## src/rtl/fft_pkg.sv

```systemverilog
// fft_pkg: shared state encoding, bin-count derivation and saturation helper
package fft_pkg;
  typedef enum logic [2:0] {IDLE, FILL, DRAIN, DONE, FLUSH, DROP} state_t;
  function automatic int nbins(input int aw);
    return 1 << aw;
  endfunction
  function automatic logic [63:0] sat_u(input logic [63:0] v, input int w);
    logic [63:0] lim;
    lim = (w >= 64) ? '1 : (64'(1) << w) - 64'(1);
    return (v > lim) ? lim : v;
  endfunction
endpackage

```

## src/rtl/fft_magsq.sv

```systemverilog
// fft_magsq: 2-stage pipelined re^2+im^2 with address sideband and saturation
module fft_magsq
  import fft_pkg::*;
#(
  parameter int IN_W   = 16,
  parameter int ADDR_W = 10,
  parameter int DATA_W = 32
) (
  input  logic                     clk,
  input  logic                     reset,
  input  logic                     in_valid,
  input  logic [ADDR_W-1:0]        in_addr,
  input  logic signed [IN_W-1:0]   in_re,
  input  logic signed [IN_W-1:0]   in_im,
  output logic                     out_valid,
  output logic [ADDR_W-1:0]        out_addr,
  output logic [DATA_W-1:0]        out_data,
  output logic                     busy
);
  localparam int SUM_W = 2*IN_W;
  logic              v1_q, v1_d, v2_q, v2_d;
  logic [ADDR_W-1:0] a1_q, a1_d, a2_q, a2_d;
  logic [SUM_W-1:0]  rr_q, rr_d, ii_q, ii_d, sum;
  logic [DATA_W-1:0] d2_q, d2_d;
  // squares are non-negative and each at most 2**(2*IN_W-2), so the full-width sum cannot overflow
  always_comb begin
    v1_d = in_valid;
    a1_d = in_addr;
    rr_d = in_re * in_re;
    ii_d = in_im * in_im;
    sum  = rr_q + ii_q;
    v2_d = v1_q;
    a2_d = a1_q;
    d2_d = DATA_W'(sat_u(64'(sum), DATA_W));
  end
  // pipeline registers; reset drops anything in flight
  always_ff @(posedge clk) begin
    if (reset) begin
      v1_q <= 1'b0;
      v2_q <= 1'b0;
      a1_q <= '0;
      a2_q <= '0;
      rr_q <= '0;
      ii_q <= '0;
      d2_q <= '0;
    end else begin
      v1_q <= v1_d;
      v2_q <= v2_d;
      a1_q <= a1_d;
      a2_q <= a2_d;
      rr_q <= rr_d;
      ii_q <= ii_d;
      d2_q <= d2_d;
    end
  end
  assign out_valid = v2_q;
  assign out_addr  = a2_q;
  assign out_data  = d2_q;
  assign busy      = v1_q | v2_q;
endmodule

```

## src/rtl/fft_ramwriter.sv

```systemverilog
// fft_ramwriter: frames FFT beats into the bin RAM as saturated |X|^2 and signals completion
module fft_ramwriter
  import fft_pkg::*;
#(
  parameter int IN_W   = 16,
  parameter int ADDR_W = 10,
  parameter int DATA_W = 32
) (
  input  logic                   clk,
  input  logic                   reset,
  input  logic                   sink_valid,
  input  logic                   sink_sop,
  input  logic                   sink_eop,
  input  logic signed [IN_W-1:0] sink_real,
  input  logic signed [IN_W-1:0] sink_imag,
  output logic                   sink_ready,
  input  logic                   rd_busy,
  output logic                   wren,
  output logic [ADDR_W-1:0]      wraddress,
  output logic [DATA_W-1:0]      data,
  output logic                   fftdone,
  output logic                   frame_err,
  output logic [7:0]             drop_cnt
);
  localparam logic [ADDR_W-1:0] LAST = ADDR_W'(nbins(ADDR_W) - 1);
  state_t            state_q, state_d;
  logic [ADDR_W-1:0] cnt_q, cnt_d, idx;
  logic              err_q, err_d, rdy_en_q, rdy_en_d, acc, wr, last, mag_busy;
  logic [7:0]        drop_q, drop_d;
  assign sink_ready = rdy_en_q & ~reset & (state_q inside {IDLE, FILL, FLUSH, DROP});
  // frame FSM: a sop beat always restarts at bin 0; the bin reached decides how the frame ends
  always_comb begin
    state_d  = state_q;
    cnt_d    = cnt_q;
    err_d    = err_q;
    drop_d   = drop_q;
    rdy_en_d = 1'b1;
    wr       = 1'b0;
    acc      = sink_valid & sink_ready;
    idx      = sink_sop ? '0 : cnt_q;
    last     = idx == LAST;
    case (state_q)
      IDLE: if (acc && sink_sop) begin
        if (rd_busy) begin
          state_d = sink_eop ? IDLE : DROP;
          drop_d  = drop_q + 8'(drop_q != 8'hff);
        end else wr = 1'b1;
      end
      FILL: if (acc) begin
        wr    = 1'b1;
        err_d = err_q | sink_sop;
      end
      DRAIN:   state_d = mag_busy ? DRAIN : DONE;
      DONE:    state_d = IDLE;
      default: if (acc && sink_eop) state_d = IDLE;
    endcase
    if (wr) begin
      cnt_d   = last ? '0 : idx + 1'b1;
      state_d = sink_eop ? (last ? DRAIN : IDLE) : (last ? FLUSH : FILL);
      err_d   = err_d | (sink_eop ^ last);
    end
  end
  // state, counter and bookkeeping registers; ready stays low for one cycle after reset
  always_ff @(posedge clk) begin
    if (reset) begin
      state_q  <= IDLE;
      cnt_q    <= '0;
      err_q    <= 1'b0;
      drop_q   <= '0;
      rdy_en_q <= 1'b0;
    end else begin
      state_q  <= state_d;
      cnt_q    <= cnt_d;
      err_q    <= err_d;
      drop_q   <= drop_d;
      rdy_en_q <= rdy_en_d;
    end
  end
  fft_magsq #(.IN_W(IN_W), .ADDR_W(ADDR_W), .DATA_W(DATA_W)) u_magsq (
    .clk      (clk),
    .reset    (reset),
    .in_valid (wr),
    .in_addr  (idx),
    .in_re    (sink_real),
    .in_im    (sink_imag),
    .out_valid(wren),
    .out_addr (wraddress),
    .out_data (data),
    .busy     (mag_busy)
  );
  assign fftdone   = state_q == DONE;
  assign frame_err = err_q;
  assign drop_cnt  = drop_q;
endmodule

```

## config.mk

```make
export PLATFORM = sky130hd
export DESIGN_NAME = fft_ramwriter
export DESIGN_NICKNAME = d
export VERILOG_FILES = /design/src/rtl/fft_pkg.sv /design/src/rtl/fft_magsq.sv /design/src/rtl/fft_ramwriter.sv
export SDC_FILE = /design/constraint.sdc
export NUM_CORES = 1
export LEC_CHECK = 0
export BUFFER_PORTS_ARGS = -buffer_cell sky130_fd_sc_hd__buf_2
export CELL_PAD_IN_SITES_DETAIL_PLACEMENT = 1
export CELL_PAD_IN_SITES_GLOBAL_PLACEMENT = 2
export CORE_MARGIN = 5
export CORE_UTILIZATION = 39
export CTS_CLUSTER_DIAMETER = 50
export DETAILED_ROUTE_END_ITERATION = 7
export PLACE_DENSITY_LB_ADDON = 0.1
export SLEW_MARGIN = 20
export SYNTH_ARGS = -nofsm -noshare
export SYNTH_HDL_FRONTEND = slang
export SYNTH_HIERARCHICAL = 1
export SYNTH_SLANG_ARGS = --single-unit
```

## constraint.sdc

```tcl
create_clock -name clk -period 11.8 [get_ports clk]
set_clock_uncertainty 0.15 [all_clocks]
set_input_delay 2.36 -clock clk [delete_from_list [all_inputs] [get_ports clk]]
set_output_delay 2.36 -clock clk [all_outputs]
set_load 0.005 [all_outputs]
```

==> qor.csv, run 1 <==
metric,value,unit
Placed Area,24500,sq um
clk root buf,clkbuf_16,
"leading cell types in the layout, fill and taps excluded","inv_1, fa_1, ha_1",
final hold viol count,0,
WP data required,11.96,ns
min cycle time layout,9.21,ns
number of nets with antenna violations after routing,0,
CP endpoint kind,flop,
Clock Path Buffers,2,
Placer Congestion,0.785,
fmax,0.109,GHz
CTS-repair resized insts,0,
vias,16400,
Starting Density,39.5,%
post-synthesis sequential area ratio,11.9,%
"Design Area, Final",25100,sq um
Area Growth Syn to Fin,7.61,%
"commonest non-fill, non-tap cell in the layout",inv_1,
cell accounting for the most synthesized area,fa_1,
Skew-Pair Late Insertion Delay,0.44,ns
Area contributors post-synth,"fa_1, dfxtp_1, ha_1",
Mapped Cells,2534,
H-tree depth,4,
ys async rst share,0,%
max_slew headroom,34.9,%
CTS Buf Count,17,
Die Span Y,255,microns
layout cells sized above 1,5.79,%
Post-CTS Setup Bufs,0,
Die ar.,64800,sq um
synthesized flop and latch total,139,
Final Slew Violations,0,
GRT Total Usage,18.1,%
DRC,0,
first-pass GRT wire length,94200,microns
crit-path max FO,17,
clock transition at the registers of the reported paths,0.07,ns
Syn Nets,3256,
final setup vio count,0,
outcome,"complete, no violations",
largest net degree at the start of global routing,93,
CTS tree,done,
setup_tns,0,ns
Synth top area share,40.1,%
nets@finish,3299,
TritonRoute pass-1 iters,4,
RSZ-0062 raised after global routing,false,
number of global-route vias before repair,18700,
crit path launch type,primary input,
WL per Instance,16.6,microns
Vias/cell,4.87,
Post-synth EDFFs,0,
Worst Hold Class,flop to flop,
CTS Sinks,139,
yosys warns,6,
fill count,6829,
"Hold-fix buffers, CTS",0,
average cell area after synthesis,9.21,sq um
Die W,255,microns
initial DRC count,531,
I/O Pins,92,
Post-Route WL,55700,microns
worst-margin pin slew,0.976,ns
Site Rows,89,
"Data arrival, critical path",9.37,ns
total grt overflow,0,
kind of critical path,primary input to flop,
synthesized area,23300,sq um
share of the clock period used by the worst path,78.1,%
initial antenna violation count,1,
Post-synth top flop,dfxtp_1,
worst reg2reg setup slack,8.41,ns
Core ar.,59100,sq um
Finished Layout Cells,3363,
Post-DP HPWL,47700,microns
WHS,0.292,ns
PortBufs,91,
n_diodes,0,
max cap viols,0,
Synth cell types,66,
placed cell count,3331,
## worst paths after layout
kind                     endpoint  cells after the start            start
max              u_magsq/ii_q[31]                     21    sink_imag[15]
min reg2reg   u_magsq/out_addr[1]                      1  u_magsq/a1_q[1]
max reg2reg  u_magsq/out_data[31]                     10  u_magsq/rr_q[3]
min           u_magsq/out_addr[1]                      1  u_magsq/a1_q[1]
## critical path, cell delays in order
cell and delay, ns:
buf_2 0.31, inv_1 0.39, nor2_1 0.32, fa_1 0.61, fa_1 0.89, fa_1 0.54
fa_1 0.52, fa_1 0.50, inv_1 0.05, fa_1 0.47, inv_1 0.04, ha_1 0.38
a21o_1 0.19, a21o_1 0.17, a21oi_1 0.12, o21ai_0 0.18, or3_1 0.35, o221a_2 0.27
a41oi_1 0.29, nor4b_1 0.09, a311o_1 0.29
## per-stage QoR
| step | setup WS [ns] | util [%] |
|---|---|---|
| after floorplan | 3.07 | - |
| after global placement | 2.36 | 41.5 |
| after detailed placement | 2.11 | 41.5 |
| after CTS | 2.57 | 42.5 |
| after global routing | 2.13 | 42.5 |
| final | 2.59 | 42.5 |
## registers in the layout (all words and copies together), names as in the netlist, 3 cells and up
name and flops:
cnt_q 10, drop_cnt 8, state_q 3, u_magsq/a1_q 10, u_magsq/ii_q 31, u_magsq/out_addr 10
u_magsq/out_data 32, u_magsq/rr_q 31
## routing by layer
metal  vias up  share of wire (%)  track usage, %
met5         -                  0               0
met4         0                1.0            2.62
met3        26                2.1            1.72
met2       145                 53            33.8
met1      8455                 43            23.3
li1       7752                  -               -
## Yosys cell counts (all sizes together) (3+ instances only)
cell,number
o21a,8
clkbuf,65
o211ai,7
dfxtp,139
nor2,152
nand2b,18
a21o,47
a221oi,3
nor2b,55
o31ai,3
mux2i,4
o21ai,40
fa,468
nor3,17
or3,9
o2111ai,4
xor2,28
nand4,14
and3,16
a211oi,14
buf,4
nand3,26
or2,5
ha,216
or4,8
a2111oi,4
nand3b,4
a31o,11
nor3b,9
a31oi,11
a21oi,70
and2,83
xnor2,80
inv,662
nor4b,4
o21bai,12
nand2,180
## layout make-up
type                            count  area [sq um]  area share, %
Clock buffer                       17           425           1.69
Clock inverter                     15           171          0.682
Inverter                          662          2480           9.89
Multi-Input combinational cell   1664         17800           70.9
Sequential cell                   139          2780           11.1
Tap cell                          773           967           3.85
Timing Repair Buffer               93           473           1.88
## logic make-up (layout without fill, tap and decap cells)
logic type | after synthesis | count (layout) | synth area share [%]
compound gates | 258 | 258 | 7.53
xor+xnor | 108 | 108 | 4.05
buf+inv | 731 | 787 | 11.8
fa+ha+maj | 684 | 684 | 51.7
mux | 5 | 5 | 0.220
flops | 139 | 139 | 11.9
simple gates | 609 | 609 | 12.8
Power of run 1 is left out: the tool's default activity adds up to more than one toggle a clock period on the data nets, which glitch-free logic cannot reach.
==> inputs of run 2 (changes only) <==
--- a/config.mk
+++ b/config.mk
@@ -9,7 +9,7 @@
 export CELL_PAD_IN_SITES_DETAIL_PLACEMENT = 1
 export CELL_PAD_IN_SITES_GLOBAL_PLACEMENT = 2
 export CORE_MARGIN = 5
-export CORE_UTILIZATION = 39
+export CORE_UTILIZATION = 38
 export CTS_CLUSTER_DIAMETER = 50
 export DETAILED_ROUTE_END_ITERATION = 7
 export PLACE_DENSITY_LB_ADDON = 0.1
==> constraint.sdc (replaced) <==
create_clock -name clk -period 7.8 [get_ports clk]
set_clock_uncertainty 0.15 [all_clocks]
set_input_delay 1.56 -clock clk [delete_from_list [all_inputs] [get_ports clk]]
set_output_delay 1.56 -clock clk [all_outputs]
set_load 0.005 [all_outputs]
==> run 2 against run 1 <==
  * Die area increased by 2.5%
  * First-iteration DRC count decreased by 1.7%
  * Final area increased by 3.1%
  * Critical path depth did not move
  * Flip-flop and latch count stayed put
  * Routed wire length increased by 2.4%
  * Register-to-register slack got worse by 4.0 ns
  * Worst hold slack worse by 0.0044 ns
  * Setup slack worse by 2.3 ns
  * Clock-buffer cell count grew 2
  * Non-clock buffer count grew 108
==> qor.csv, run 2 (synthesis results as in run 1) <==
metric,value,unit
outcome,"complete, no violations",
Die ar.,66500,sq um
Clock Path Buffers,2,
worst-margin pin slew,0.642,ns
TritonRoute pass-1 iters,4,
Post-CTS Setup Bufs,0,
CTS tree,done,
Finished Layout Cells,3480,
total grt overflow,0,
Site Rows,90,
Worst Hold Class,flop to flop,
Die W,258,microns
max cap viols,0,
RR Startpoint,u_magsq/rr_q[3],
number of global-route vias before repair,19500,
"Data arrival, critical path",7.66,ns
WL per Instance,16.4,microns
pre-CTS WS,-0.149,ns
initial DRC count,522,
"Hold-fix buffers, CTS",0,
vias,16800,
Post-DP HPWL,50100,microns
"CP delay by family, top",adder cells,
fmax,0.133,GHz
layout cells sized above 1,9.53,%
CP endpoint kind,flop,
Reg2Reg Depth,10,
n_diodes,0,
WP data required,7.95,ns
Skew-Pair Late Insertion Delay,0.43,ns
CTS Buf Count,17,
CTS-repair resized insts,0,
Die Span Y,258,microns
final setup vio count,0,
RSZ-0062 raised after global routing,false,
final hold viol count,0,
CTS Sinks,139,
"leading cell types in the layout, fill and taps excluded","inv_1, fa_1, ha_1",
initial antenna violation count,0,
crit-path max FO,7,
clock transition at the registers of the reported paths,0.06,ns
crit path buf inv count,4,
Area Growth Syn to Fin,11.0,%
Post-Route WL,57000,microns
r2r endpoint,u_magsq/out_data[31],
min cycle time layout,7.50,ns
met2 usage,33.1,%
first-pass GRT wire length,96400,microns
Starting Density,38.5,%
largest net degree at the start of global routing,68,
Largest register FFs,32,
CP most frequent cell,fa_1,
share of the clock period used by the worst path,96.2,%
number of nets with antenna violations after routing,0,
H-tree depth,4,
Vias/cell,4.83,
Hold EP,u_magsq/out_addr[1],
"commonest non-fill, non-tap cell in the layout",inv_1,
worst reg2reg setup slack,4.46,ns
Placer Congestion,0.838,
GRT Total Usage,17.8,%
Worst path slowest cell,fa_1,
GR Util met1,22.9,%
Core ar.,60600,sq um
PortBufs,91,
Final Slew Violations,0,
max_slew headroom,57.2,%
WHS,0.288,ns
fill count,7016,
GRT Max-Usage Layer,met2,
kind of critical path,primary input to flop,
hold_sp,u_magsq/a1_q[1],
crit path launch type,primary input,
CP max stage delay,0.80,ns
Hold Path Cell Cnt,1,
DRC,0,
"critical path, cell by cell",buf_2 -> buf_4 -> and2_1 -> fa_1 -> fa_1 -> fa_1 -> fa_1 -> fa_1 -> inv_1 -> fa_1 -> inv_1 -> ha_1 -> a21o_1 -> a21o_1 -> a21oi_1 -> o21ai_0 -> or3_1 -> o221a_2 -> a41oi_1 -> nor4b_1 -> a311o_1,
nets@finish,3407,
GR Util met3,1.85,%
clk root buf,clkbuf_16,
I/O Pins,92,
worst setup margin,0.298,ns
final core utilization,42.8,%
placed cell count,3448,
CP Depth,21,
-- run 2: changes by cell type in the layout (fill, tap and decap cells not counted), moves of 2 or more --
cell,change
buf_4,+107
inv_8,-4
clkinvlp_4,+3
clkbuf_1,+2
-- run 2: worst max-delay path by stage --
| stage | startpoint | to | slack [ns] |
|---|---|---|---|
| floorplan | sink_imag[5] | u_magsq/ii_q[31] | 0.06 |
| global placement | sink_imag[15] | u_magsq/ii_q[31] | 0.003 |
| detailed placement | sink_imag[15] | u_magsq/ii_q[31] | -0.15 |
| CTS | sink_imag[15] | u_magsq/ii_q[31] | 0.28 |
| global route | sink_real[2] | u_magsq/rr_q[28] | 0.002 |
| finish | sink_imag[15] | u_magsq/ii_q[31] | 0.30 |
-- run 2: layout make-up --
| type | count | area, sq um | area share (%) |
|---|---|---|---|
| multi-input cells | 1664 | 17800 | 68.8 |
| flip-flops and latches | 139 | 2780 | 10.7 |
| inverters | 662 | 2480 | 9.59 |
| repair buffers | 201 | 1300 | 5.00 |
| well taps | 782 | 978 | 3.78 |
| clock buffers | 19 | 433 | 1.67 |
| clock inverters | 13 | 108 | 0.415 |
-- run 2: through the flow --
stage / cell area [sq um] / TNS, ns
global route: 25900 / 0
global placement: 25400 / 0
floorplan: 23300 / 0
CTS: 25900 / 0
finish: 25900 / 0
detailed placement: 25400 / -0.220
-- run 2: per-layer routing --
metal  wire (microns)  vias up
li1                 -     7960
met1            25100     8635
met2            30100      162
met3             1210       35
met4              639        0
met5                0        -
-- run 2: worst register-to-register path, delay by kind of cell (launching register included) --
kind | cells | cell delay (ns)
AO/OA/AOI/OAI | 8 | 1.99
AND/OR/NAND/NOR | 1 | 0.49
adder cells (fa/ha/maj) | 1 | 0.32
flip-flops | 1 | 0.31
Power of run 2 is left out for the same reason.
